<file path="src/rtl/main.sv">
// Word-guessing game controller: debounced host/player keypads, SETUP/PLAY/WIN/LOSE
// state machine and four 16-character ASCII display rows decoded from registered state.
module main (
    input  logic         clk,
    input  logic         nRst,
    input  logic         role_switch,
    input  logic [3:0]   input_row_host,
    input  logic [3:0]   input_row_player,
    input  logic         error,
    input  logic         red,
    input  logic         green,
    input  logic         blue,
    output logic [127:0] host_row1,
    output logic [127:0] host_row2,
    output logic [127:0] play_row1,
    output logic [127:0] play_row2
);

    localparam int unsigned KEY_W    = 4;
    localparam int unsigned NUM_BUS  = 2;
    localparam int unsigned CNT_W    = 5;
    localparam int unsigned DEB_CYC  = 16;
    localparam int unsigned LTR_W    = 5;
    localparam int unsigned NUM_LTR  = 26;
    localparam int unsigned MAX_LEN  = 8;
    localparam int unsigned LEN_W    = 4;
    localparam int unsigned IDX_W    = 3;
    localparam int unsigned MISS_W   = 3;
    localparam int unsigned MAX_MISS = 6;
    localparam int unsigned ROW_W    = 128;

    localparam int unsigned KEY_UP    = 3;
    localparam int unsigned KEY_DOWN  = 2;
    localparam int unsigned KEY_WORD  = 1;
    localparam int unsigned KEY_ENTER = 0;

    typedef enum logic [1:0] {
        ST_SETUP = 2'd0,
        ST_PLAY  = 2'd1,
        ST_WIN   = 2'd2,
        ST_LOSE  = 2'd3
    } state_e;

    // LED feedback inputs are reserved and intentionally unused.
    logic unused_leds;
    assign unused_leds = red ^ green ^ blue;

    // Debounce state, indexed by physical bus (0 = host pins, 1 = player pins).
    logic [NUM_BUS-1:0][KEY_W-1:0] sync1_q, sync1_d, sync2_q, sync2_d;
    logic [NUM_BUS-1:0][KEY_W-1:0] last_q, last_d, evt_q, evt_d;
    logic [NUM_BUS-1:0][CNT_W-1:0] cnt_q, cnt_d, run;
    logic [NUM_BUS-1:0]            armed_q, armed_d;

    always_comb begin
        sync1_d[0] = input_row_host;
        sync1_d[1] = input_row_player;
        sync2_d    = sync1_q;
        last_d     = sync2_q;
        cnt_d      = cnt_q;
        armed_d    = armed_q;
        evt_d      = '0;
        run        = '0;
        for (int b = 0; b < int'(NUM_BUS); b++) begin
            // run = length of the current stable streak including this cycle
            run[b] = ((sync2_q[b] == last_q[b]) && (cnt_q[b] != '0)) ?
                     CNT_W'(cnt_q[b] + 1'b1) : CNT_W'(1);
            if (armed_q[b]) begin
                if ($onehot(sync2_q[b])) begin
                    if (run[b] == CNT_W'(DEB_CYC)) begin
                        evt_d[b]   = sync2_q[b];
                        armed_d[b] = 1'b0;
                        cnt_d[b]   = '0;
                    end else begin
                        cnt_d[b] = run[b];
                    end
                end else begin
                    cnt_d[b] = '0;
                end
            end else begin
                if (sync2_q[b] == '0) begin
                    if (run[b] == CNT_W'(DEB_CYC)) begin
                        armed_d[b] = 1'b1;
                        cnt_d[b]   = '0;
                    end else begin
                        cnt_d[b] = run[b];
                    end
                end else begin
                    cnt_d[b] = '0;
                end
            end
        end
    end

    always_ff @(posedge clk or negedge nRst) begin
        if (!nRst) begin
            sync1_q <= '0;
            sync2_q <= '0;
            last_q  <= '0;
            evt_q   <= '0;
            cnt_q   <= '0;
            armed_q <= '1;
        end else begin
            sync1_q <= sync1_d;
            sync2_q <= sync2_d;
            last_q  <= last_d;
            evt_q   <= evt_d;
            cnt_q   <= cnt_d;
            armed_q <= armed_d;
        end
    end

    // Roles are resolved when the event is applied, not when the press started.
    logic [KEY_W-1:0] h_evt, p_evt;
    assign h_evt = role_switch ? evt_q[1] : evt_q[0];
    assign p_evt = role_switch ? evt_q[0] : evt_q[1];

    function automatic logic [LTR_W-1:0] ltr_inc(input logic [LTR_W-1:0] x);
        return (x == LTR_W'(NUM_LTR - 1)) ? '0 : LTR_W'(x + 1'b1);
    endfunction

    function automatic logic [LTR_W-1:0] ltr_dec(input logic [LTR_W-1:0] x);
        return (x == '0) ? LTR_W'(NUM_LTR - 1) : LTR_W'(x - 1'b1);
    endfunction

    function automatic logic [7:0] ascii(input logic [LTR_W-1:0] x);
        return 8'(8'h41 + {3'b000, x});
    endfunction

    state_e                        state_q, state_d;
    logic [MAX_LEN-1:0][LTR_W-1:0] word_q, word_d;
    logic [LEN_W-1:0]              len_q, len_d;
    logic [MISS_W-1:0]             miss_q, miss_d;
    logic [NUM_LTR-1:0]            guessed_q, guessed_d;
    logic [LTR_W-1:0]              hcand_q, hcand_d, pcand_q, pcand_d;
    logic                          do_clear;
    logic                          in_word, all_rev;

    always_comb begin
        in_word = 1'b0;
        all_rev = 1'b1;
        for (int i = 0; i < int'(MAX_LEN); i++) begin
            if (LEN_W'(i) < len_q) begin
                if (word_q[i] == pcand_q) in_word = 1'b1;
                if (!guessed_q[word_q[i]]) all_rev = 1'b0;
            end
        end
    end

    // Next-state and game datapath.
    always_comb begin
        state_d   = state_q;
        word_d    = word_q;
        len_d     = len_q;
        miss_d    = miss_q;
        guessed_d = guessed_q;
        hcand_d   = hcand_q;
        pcand_d   = pcand_q;
        do_clear  = 1'b0;
        if (error) begin
            do_clear = 1'b1;
        end else begin
            unique case (state_q)
                ST_SETUP: begin
                    if (h_evt[KEY_UP]) begin
                        hcand_d = ltr_inc(hcand_q);
                    end else if (h_evt[KEY_DOWN]) begin
                        hcand_d = ltr_dec(hcand_q);
                    end else if (h_evt[KEY_ENTER]) begin
                        if (len_q < LEN_W'(MAX_LEN)) begin
                            word_d[len_q[IDX_W-1:0]] = hcand_q;
                            len_d   = LEN_W'(len_q + 1'b1);
                            hcand_d = '0;
                        end
                    end else if (h_evt[KEY_WORD]) begin
                        if (len_q != '0) begin
                            state_d   = ST_PLAY;
                            miss_d    = '0;
                            guessed_d = '0;
                        end
                    end
                end
                ST_PLAY: begin
                    if (all_rev) begin
                        state_d = ST_WIN;
                    end else if (miss_q >= MISS_W'(MAX_MISS)) begin
                        state_d = ST_LOSE;
                    end else if (p_evt[KEY_UP]) begin
                        pcand_d = ltr_inc(pcand_q);
                    end else if (p_evt[KEY_DOWN]) begin
                        pcand_d = ltr_dec(pcand_q);
                    end else if (p_evt[KEY_ENTER] && !guessed_q[pcand_q]) begin
                        guessed_d[pcand_q] = 1'b1;
                        if (!in_word) miss_d = MISS_W'(miss_q + 1'b1);
                    end
                end
                ST_WIN, ST_LOSE: begin
                    if (p_evt[KEY_WORD]) do_clear = 1'b1;
                end
                default: do_clear = 1'b1;
            endcase
        end
        if (do_clear) begin
            state_d   = ST_SETUP;
            word_d    = '0;
            len_d     = '0;
            miss_d    = '0;
            guessed_d = '0;
            hcand_d   = '0;
            pcand_d   = '0;
        end
    end

    always_ff @(posedge clk or negedge nRst) begin
        if (!nRst) begin
            state_q   <= ST_SETUP;
            word_q    <= '0;
            len_q     <= '0;
            miss_q    <= '0;
            guessed_q <= '0;
            hcand_q   <= '0;
            pcand_q   <= '0;
        end else begin
            state_q   <= state_d;
            word_q    <= word_d;
            len_q     <= len_d;
            miss_q    <= miss_d;
            guessed_q <= guessed_d;
            hcand_q   <= hcand_d;
            pcand_q   <= pcand_d;
        end
    end

    // Display decode; char0 of each row sits in bits [127:120].
    logic [7:0] miss_digit;
    assign miss_digit = 8'(8'h30 + {5'b00000, miss_q});

    always_comb begin
        host_row1 = {16{8'h20}};
        host_row2 = {16{8'h20}};
        play_row1 = {16{8'h20}};
        play_row2 = {16{8'h20}};

        host_row1[ROW_W-1 -: 40] = "WORD:";
        for (int i = 0; i < int'(MAX_LEN); i++) begin
            if (LEN_W'(i) < len_q) host_row1[87-8*i -: 8] = ascii(word_q[i]);
        end

        host_row2[ROW_W-1 -: 32] = "LTR:";
        host_row2[95 -: 8]       = ascii(hcand_q);
        host_row2[87 -: 48]      = " MISS:";
        host_row2[39 -: 8]       = miss_digit;

        if (state_q != ST_SETUP) begin
            for (int i = 0; i < int'(MAX_LEN); i++) begin
                if (LEN_W'(i) < len_q) begin
                    play_row1[ROW_W-1-8*i -: 8] = guessed_q[word_q[i]] ? ascii(word_q[i]) : 8'h5F;
                end
            end
        end

        unique case (state_q)
            ST_WIN:  play_row2[ROW_W-1 -: 56] = "YOU WIN";
            ST_LOSE: play_row2[ROW_W-1 -: 64] = "YOU LOSE";
            default: begin
                play_row2[ROW_W-1 -: 48] = "GUESS:";
                play_row2[79 -: 8]       = ascii(pcand_q);
                play_row2[71 -: 48]      = " MISS:";
                play_row2[23 -: 8]       = miss_digit;
            end
        endcase
    end

endmodule

</file>
<file path="config.mk">
export PLATFORM = sky130hd
export DESIGN_NAME = main
export DESIGN_NICKNAME = d
export VERILOG_FILES = /design/src/rtl/main.sv
export SDC_FILE = /design/constraint.sdc
export NUM_CORES = 1
export LEC_CHECK = 0
export CORE_AREA = 2 2 205 207
export DETAILED_ROUTE_END_ITERATION = 12
export DIE_AREA = 0 0 207 209
export PLACE_DENSITY = 0.6
export SETUP_SLACK_MARGIN = 0.15
export SLEW_MARGIN = 5
export SYNTH_ARGS = -nofsm -noshare
export SYNTH_HDL_FRONTEND = slang
export SYNTH_SLANG_ARGS = --single-unit
export TNS_END_PERCENT = 30
</file>
<file path="constraint.sdc">
create_clock -name clk -period 7.5 [get_ports clk]
set_input_delay 0.75 -clock clk [delete_from_list [all_inputs] [get_ports clk]]
set_output_delay 0.75 -clock clk [all_outputs]
set_load 0.05 [all_outputs]
</file>
==> impl_metrics.csv, run 1 <==
group,metric,value,unit
run_status,outcome,"completed",
yosys,yosys.cell_types.count,77,
sta,fmax,216.0,MHz
pwr,powerDensity,195.3,mW/mm2
setup_path,r2r_cells,8,
sta,rsz0062_at_grt,"no",
cts,tritoncts,"yes",
setup_path,crit_path_top_delay_cell,"clkdlybuf4s50_1",
floorplanning,ios,527,
yosys,syn-instance-count,1492,
floorplanning,num_rows,75,
floorplanning,dieHeight,209,um
setup_path,cp-start-kind,"flop",
sta,fin_skew,11.22,ps
setup_path,crit_top_cell,"nor2_1",
setup_path,crit_path_end,"play_row1[117]",
cts,ctsHtreeMaxLevel,4,
finish,nets,1609,
floorplanning,initial_core_util,31.09,%
cts,post_cts_buffers,0,
floorplanning,fp.dieW,207,um
place,io_buffer_count,192,
grt,grt_pass1_wl,54560,um
grt,grt_pass1_vias,8948,
sta,worst-slew-pin-transition,1152,ps
finish,drive_above_1_share,7.868,%
routing,drc_errors,0,
finish,fin_util,34.14,%
setup_path,cp_max_fo,18,
cts,clkLatencyLatePin,440,ps
floorplanning,core_area,0.04129,mm2
floorplanning,die_area,0.04326,mm2
sta,slew_headroom,22.97,%
routing,firstDrtPassIters,7,
sta,slew_viol_final,0,
grt,grt_use_total,16.25,%
setup_path,crit_start,"len_q[3]",
sta,fin_tns_setup,0,ps
sta,finalSetupViolCount,0,
routing,drtIter0Drc,784,
cts,clock_path_buffers,2,
yosys,yosysSeqAreaShare,25.17,%
min_path,hold_class,"reg2reg",
setup_path,worst_setup_path_end_kind,"primary output",
routing,via_per_inst,4.673,
yosys,synth_edf_count,0,
routing,ant_nets,0,
routing,routed_wl,36970,um
pwr,peakVddDrop,0.0001321,V
cts,clk_pin_slew,70,ps
setup_path,arrival,3880,ps
cts,cts_num_sinks,129,
yosys,async_flop_share,100.0,%
grt,antenna_found_initial,0,
place,placed_area,0.01350,mm2
cts,cts_resized,0,
finish,synthToLayoutAreaGrowth,9.796,%
cts,cts_buffers,17,
sta,fin_crit,4630,ps
setup_path,worstReg2RegStart,"word_q[20]",
sta,fin_crit_sh,61.73,%
yosys,synth_area,0.01284,mm2
routing,vias,9883,
finish,final_cell_mix,"conb_1, clkdlybuf4s50_1, nor2_1",
setup_path,r2r_end,"miss_q[0]",
finish,layout_commonest_cell,"conb_1",
finish,antennaDiodeCount,0,
grt,gr-total-overflow,0,
pwr,p_leak,6.217,nW
finish,design_area,0.01409,mm2
setup_path,crit_chain,"buf_4 -> nor2_1 -> clkinv_1 -> nor2_1 -> inv_1 -> nand2_1 -> clkdlybuf4s50_1",
run,cap_violations,0,
place,place_hpwl,26150,um
cts,clock-root-buffer,"clkbuf_16",
yosys,avgSynthCellArea,8.604,um2
yosys,ys_ff_latch,129,
sta,finalHoldViolations,0,
cts,cts_hold_buf,0,
setup_path,required,6750,ps
min_path,hold_depth,0,
yosys,ys.flop_type,"dfrtp_1",
setup_path,r2r_slack,3330,ps
setup_path,max_stage_delay,870,ps
routing,wl_per_cell,17.48,um
grt,grt_start_max_net_pins,76,
yosys,yosys_warnings,0,
setup_path,path_class,"reg2out",
place,gp_congestion,0.8661,
==> flip-flops by register name (all words and copies together) (netlist names) <==
name,flops
state_q,2
sync1_q,8
evt_q,8
len_q,4
word_q,40
armed_q,2
miss_q,3
last_q,8
cnt_q,10
hcand_q,5
guessed_q,26
last_d,8
pcand_q,5
==> area by class of cell <==
cell class                 instances  area, um2
clock buffer                      17      425.4
clock inverter                    15      168.9
fill                            4252      27190
inverter                          63      236.5
multi-input combinational       1148       7350
sequential                       129       3231
tap                              539      674.4
timing repair buffer             204       2009
==> report_power, final <==
group,internal [W],total [W],switching [W]
logic,0.000236,0.00117,0.000934
clock network,0.000475,0.000850,0.000376
registers,0.000709,0.000732,0.0000232
total,0.00142,0.00275,0.00133
==> synth_stat cells, types with 24 or more instances <==
library cell / instances / area (um2)
a31oi_1: 36 / 225.2
a21oi_1: 49 / 245.2
inv_1: 62 / 232.7
xor2_1: 44 / 385.4
nand2_1: 62 / 232.7
mux4_2: 43 / 968.4
ha_1: 29 / 362.9
mux2i_1: 77 / 770.7
clkbuf_1: 79 / 296.5
nor2_1: 163 / 611.8
nand3_1: 44 / 220.2
xnor2_1: 41 / 359.1
dfrtp_1: 127 / 3178
buf_4: 379 / 2845
nor3_1: 24 / 120.1
==> per-stage QoR <==
step / setup WS (ps) / power, W / cells / hold WS [ps]
after floorplan: 3779 / 0.001838 / 1821 / 331.2
after global placement: 3119 / 0.001910 / 2083 / 332.5
after detailed placement: 3039 / 0.001915 / 2083 / 334.7
after CTS: 2869 / 0.002762 / 2115 / 349.3
after global routing: 2645 / 0.002844 / 2115 / 359.3
final: 2870 / 0.002752 / 2115 / 348.0
==> how the worst min path moves through the flow <==
stage | to | from
2_1_floorplan | last_d[0] | sync1_q[0]
3_3_place_gp | last_d[3] | sync1_q[3]
3_5_place_dp | last_d[0] | sync1_q[0]
4_1_cts | last_d[0] | sync1_q[0]
5_1_grt | last_d[4] | sync1_q[4]
6_report | last_d[6] | sync1_q[6]
==> layer usage <==
layer	global-route usage [%]	vias to the layer above	wire [um]	share of wire [%]
met3	2.885	73	2917	7.9
met4	5.985	0	1135	3.1
met5	0	-	0	0
li1	-	4486	-	-
met2	26.43	536	17760	48
met1	21.59	4788	15150	41
==> kinds of logic (layout without fill, tap and decap cells) <==
group           count (synthesis)  in the layout  share of synthesized area [%]
flops                         129            129                          25.17
fa+ha+maj                      31             31                          3.138
xor+xnor                       85             85                          5.799
buf+inv                       544            299                          27.25
compound gates                176            176                          9.318
mux                           132            132                          14.60
simple gates                  393            393                          14.67
other cells                     2            331                        0.05850
==> worst max-delay path: cells and delay by family (launching register included) <==
family / cells / cell delay [ps]
buffers and inverters: 4 / 1740
flip-flops: 1 / 360
AND/OR/NAND/NOR: 3 / 1330
Note: power is estimated with default switching activity, not from simulation.
==> run 2: changes to the inputs <==
Clock period 7.5 ns to 4.6 ns, I/O delays scaled along.
==> run 2 against run 1 <==
- sequential share of layout area is 0.15 points lower
- total power is 65% higher
- final cell count rose by 0.43%
- setup slack got worse by 2500 ps
- clock power grew 69%
- wire length is essentially flat
- critical endpoint is now play_row1[64]
==> impl_metrics.csv, run 2 (synthesized netlist as in run 1, its figures left out) <==
group,metric,value,unit
sta,finalHoldViolations,0,
sta,fin_tns_setup,0,ps
sta,finalSetupViolCount,0,
setup_path,worstReg2RegStart,"word_q[20]",
setup_path,cp.depth,6,
floorplanning,initial_core_util,31.09,%
routing,wl_per_cell,17.42,um
setup_path,max_stage_delay,870,ps
finish,layout_commonest_cell,"conb_1",
routing,via_per_inst,4.685,
min_path,hold_class,"in2async",
floorplanning,num_rows,75,
routing,firstDrtPassIters,5,
routing,routed_wl,36990,um
sta,slew_viol_final,0,
finish,antennaDiodeCount,0,
cts,clk_pin_slew,60,ps
floorplanning,dieHeight,209,um
place,gp_congestion,0.8644,
setup_path,cp_max_fo,14,
sta,slew_headroom,30.03,%
finish,top_register,"word_q",
cts,cts_hold_buf,0,
pwr,swShare,47.77,%
floorplanning,fp.dieW,207,um
sta,fin_skew,9.235,ps
setup_path,cp-start-kind,"flop",
pwr,peakVddDrop,0.0002524,V
pwr,comb_power_share,42.2,%
setup_path,worst-path-buf-inv,1,
setup_path,arrival,3720,ps
place,dp.cells,2092,
grt,antenna_found_initial,2,
cts,tritoncts,"yes",
finish,fin_util,34.36,%
setup_path,crit_family,"multiplexers",
cts,clock-root-buffer,"clkbuf_16",
place,place_hpwl,26850,um
pwr,p_int,0.002378,W
finish,instances_no_fill,2124,
sta,worst_hold_slack,93.36,ps
run,cap_violations,0,
grt,grt_pass1_wl,54370,um
pwr,clkPwrFrac,31.6,%
setup_path,required,4140,ps
setup_path,r2r_slack,960,ps
pwr,p_leak,6.283,nW
cts,cts_num_sinks,129,
sta,rsz0062_at_grt,"no",
routing,drtIter0Drc,829,
grt,grt_use_total,16.18,%
grt,grt_start_max_net_pins,57,
finish,drive_above_1_share,8.328,%
sta,worst-slew-pin-transition,1020,ps
pwr,powerDensity,320.8,mW/mm2
grt,gr-total-overflow,0,
sta,fin_crit_sh,90.91,%
pwr,switchingPower,0.002174,W
setup_path,path_class,"reg2out",
finish,final_cell_mix,"conb_1, clkdlybuf4s50_1, nor2_1",
cts,post_cts_buffers,0,
sta,fin_crit,4182,ps
setup_path,worst_setup_path_end_kind,"primary output",
cts,cts_buffers,17,
grt,grt_pass1_vias,8848,
setup_path,crit_start,"word_q[35]",
run_status,outcome,"completed",
finish,largest_register_ffs,40,
floorplanning,core_area,0.04129,mm2
routing,ant_nets,0,
sta,fmax,239.1,MHz
finish,nFillCells,4240,
finish,synthToLayoutAreaGrowth,10.52,%
place,io_buffer_count,192,
floorplanning,die_area,0.04326,mm2
floorplanning,ios,527,
finish,nets,1618,
setup_path,r2r_cells,9,
finish,layout_top_registers,"word_q (40), guessed_q (26), cnt_q (10)",
routing,drc_errors,0,
setup_path,crit_top_cell,"mux4_2",
cts,clkLatencyLatePin,430,ps
pwr,p_seq_share,26.2,%
cts,cts_resized,1,
cts,clock_path_buffers,2,
setup_path,crit_path_top_delay_cell,"clkdlybuf4s50_1",
setup_path,crit_chain,"mux4_2 -> mux4_2 -> nor3_2 -> a41oi_2 -> a21oi_1 -> clkdlybuf4s50_1",
routing,vias,9952,
cts,ctsHtreeMaxLevel,4,
run 2: cell types whose count changed in the layout (fill, tap and decap cells not counted), sizes merged:
| cell | delta |
|---|---|
| inv | -1 |
| clkinvlp | -2 |
| buf | +9 |
| bufinv | +1 |
| clkinv | +2 |
run 2: path summary, 6_finish.rpt:
check,endpoint
max reg2reg,guessed_q[16]
min,cnt_q[3]
max,play_row1[64]
min in group clk,last_d[1]
max in group asynchronous,armed_q[1]
min reg2reg,last_d[1]
run 2: worst reg2reg max path, cell delays in order (launching register included):
cell and delay, ps:
dfrtp_1 750, mux4_2 580, a221o_1 370, o32ai_4 440, a311oi_1 160, and4_4 310
a211oi_4 340, buf_4 340, a31oi_1 140, nor2_1 130
run 2: through the flow:
stage	setup slack (ps)	total power, W	instance area [um2]
global placement	676.3	0.003124	13560
finish	418.2	0.004552	14190
global route	272.3	0.004708	14190
floorplan	1169	0.002996	14070
detailed placement	547.3	0.003135	13560
CTS	342.2	0.004575	14190
run 2: per-layer routing:
metal  share of wire, %  wire [um]  up-vias  GRT usage, %
li1                   -          -     4510             -
met4                2.7       1008        2         5.468
met2                 47      17490      555         25.89
met1                 41      15210     4813         21.44
met5              0.035         13        -             0
met3                8.8       3270       72         3.862
run 2: area by class of cell:
cell class | instances | area [um2] | area share (%)
clock buffers | 17 | 425.4 | 2.998
clock inverters | 15 | 192.7 | 1.358
inverters | 63 | 236.5 | 1.667
multi-input cells | 1148 | 7351 | 51.81
flip-flops and latches | 129 | 3231 | 22.77
well taps | 539 | 674.4 | 4.753
repair buffers | 213 | 2077 | 14.64
run 2: power groups by stage:
stage | combinational [W] | sequential (W) | clock, W
2_1_floorplan | 0.00180 | 0.00119 | 0
3_3_place_gp | 0.00191 | 0.00121 | 0
3_5_place_dp | 0.00192 | 0.00121 | 0
4_1_cts | 0.00192 | 0.00119 | 0.00146
5_1_grt | 0.00200 | 0.00120 | 0.00151
6_report | 0.00192 | 0.00119 | 0.00144
==> run 3: changes to the inputs <==
Settings changed: ABC_CLOCK_PERIOD_IN_PS from default to 4600, RECOVER_POWER from default to 100.
==> run 3 against run 2 <==
- the flow now finishes with violations (capacitance limit, slew limit)
- maximum frequency decreased by 0.83%
- first-iteration DRC count grew 1.1%
- register-to-register slack worse by 560 ps
- global-route usage did not move
- count of clock-buffer cells in the layout stayed put
- flip-flop and latch count unchanged
- largest power group unchanged
- sequential power hardly changed
==> impl_metrics.csv, run 3 (synthesized netlist as in run 1, its figures left out) <==
group,metric,value,unit
cts,clock-root-buffer,"clkbuf_16",
grt,antenna_found_initial,2,
cts,clock_path_buffers,2,
setup_path,path_class,"reg2out",
sta,finalHoldViolations,0,
cts,tritoncts,"yes",
pwr,swShare,48.24,%
routing,vias,9934,
sta,fin_crit,4217,ps
floorplanning,die_area,0.04326,mm2
routing,via_per_inst,4.677,
sta,fin_crit_sh,91.67,%
sta,fmax,237.1,MHz
cts,ctsHtreeMaxLevel,4,
finish,antennaDiodeCount,0,
pwr,comb_power_share,41.2,%
floorplanning,ios,527,
grt,globalRouteMet3Util,3.862,%
routing,drc_errors,0,
grt,met2_usage,25.89,%
pwr,peakVddDrop,0.0002510,V
finish,fin_util,34.22,%
pwr,switchingPower,0.002156,W
grt,grt_pass1_vias,8848,
finish,nets,1618,
cts,cts_hold_buf,0,
setup_path,required,4140,ps
min_path,hold_class,"reg2reg",
finish,layout_commonest_cell,"conb_1",
floorplanning,core_area,0.04129,mm2
grt,grt_use_total,16.18,%
setup_path,cp-start-kind,"flop",
setup_path,cp_max_fo,9,
routing,drtIter0Drc,838,
cts,clk_pin_slew,70,ps
pwr,powerDensity,316.2,mW/mm2
run_status,outcome,"finished, violations left",
sta,slew_headroom,-113.6,%
sta,worst-slew-pin-transition,3203,ps
sta,rsz0062_at_grt,"no",
pwr,p_leak,6.556,nW
finish,synthToLayoutAreaGrowth,10.08,%
place,io_buffer_count,192,
setup_path,worst_setup_path_end_kind,"primary output",
sta,slew_viol_final,57,
finish,nFillCells,4253,
floorplanning,fp.dieW,207,um
place,gp_congestion,0.8644,
cts,cts_num_sinks,129,
finish,regArea,0.003231,mm2
cts,clkLatencyLatePin,430,ps
finish,top_register,"word_q",
grt,grt_pass1_wl,54370,um
grt,grt_use_met1,21.44,%
finish,largest_register_ffs,40,
routing,ant_nets,0,
pwr,power,0.004469,W
floorplanning,dieHeight,209,um
grt,grt_start_max_net_pins,57,
pwr,clkPwrFrac,32.1,%
setup_path,arrival,3760,ps
floorplanning,initial_core_util,31.09,%
sta,fin_tns_setup,0,ps
sta,finalSetupViolCount,0,
routing,firstDrtPassIters,7,
pwr,p_seq_share,26.7,%
finish,final_cell_mix,"conb_1, dlygate4sd3_1, nor2_1",
finish,layout_top_registers,"word_q (40), guessed_q (26), cnt_q (10)",
routing,routed_wl,36940,um
cts,cts_resized,1,
run_status,violations,"capacitance limit, slew limit",
run,cap_violations,1,
routing,wl_per_cell,17.39,um
finish,multi_input_comb_area,0.007312,mm2
place,place_hpwl,26850,um
grt,top_usage_layer,"met2",
cts,cts_buffers,17,
pwr,p_int,0.002313,W
grt,gr-total-overflow,0,
floorplanning,num_rows,75,
finish,drive_above_1_share,7.760,%
cts,post_cts_buffers,0,
sta,fin_skew,9.260,ps
run 3: cell count changes in the layout (fill, tap and decap cells not counted), sizes merged:
cell,before,now
clkbuf,17,23
clkdlybuf4s50,191,4
dlygate4sd3,0,187
buf,22,16
run 3: metal layers:
metal	share of wire, %	vias to the layer above
met2	47	550
met4	2.8	2
met3	8.9	70
li1	-	4512
met1	41	4800
met5	0.035	-
run 3: critical path, stage by stage, from the launching register on:
cell           delay, ps
dfrtp_1              580
or2_0                990
nand2_1              580
a21oi_1              270
dlygate4sd3_1        910
run 3: power by group through the flow:
| stage | Clock [W] | Combinational (W) | Sequential (W) |
|---|---|---|---|
| 2_1_floorplan | 0 | 0.00180 | 0.00119 |
| 3_3_place_gp | 0 | 0.00191 | 0.00121 |
| 3_5_place_dp | 0 | 0.00192 | 0.00121 |
| 4_1_cts | 0.00146 | 0.00192 | 0.00119 |
| 5_1_grt | 0.00151 | 0.00192 | 0.00120 |
| 6_report | 0.00143 | 0.00184 | 0.00119 |
run 3: final cells by class:
type	instances	area share, %
clock buffers	17	3.010
clock inverters	15	1.364
inverters	63	1.673
multi-input cells	1148	51.74
flip-flops and latches	129	22.86
well taps	539	4.772
repair buffers	213	14.57
run 3: final timing paths:
check	depth (start not counted)	slack (ps)	startpoint	endpoint
min	0	350	sync1_q[1]	last_d[1]
min reg2reg	0	350	sync1_q[1]	last_d[1]
max reg2reg	9	400	word_q[20]	guessed_q[16]
max in group asynchronous	2	1120	nRst	state_q[1]
min in group asynchronous	1	1100	nRst	cnt_q[1]
max	4	380	state_q[0]	play_row1[106]
run 3: through the flow:
step	setup WS (ps)	std cells	hold slack, ps	cell area (um2)
floorplan	1169	1821	164.4	14070
finish	383.2	2124	347.4	14130
CTS	342.2	2124	132.6	14190
detailed placement	547.3	2092	334.7	13560
global route	136.8	2124	354.3	14130
global placement	676.3	2092	332.8	13560
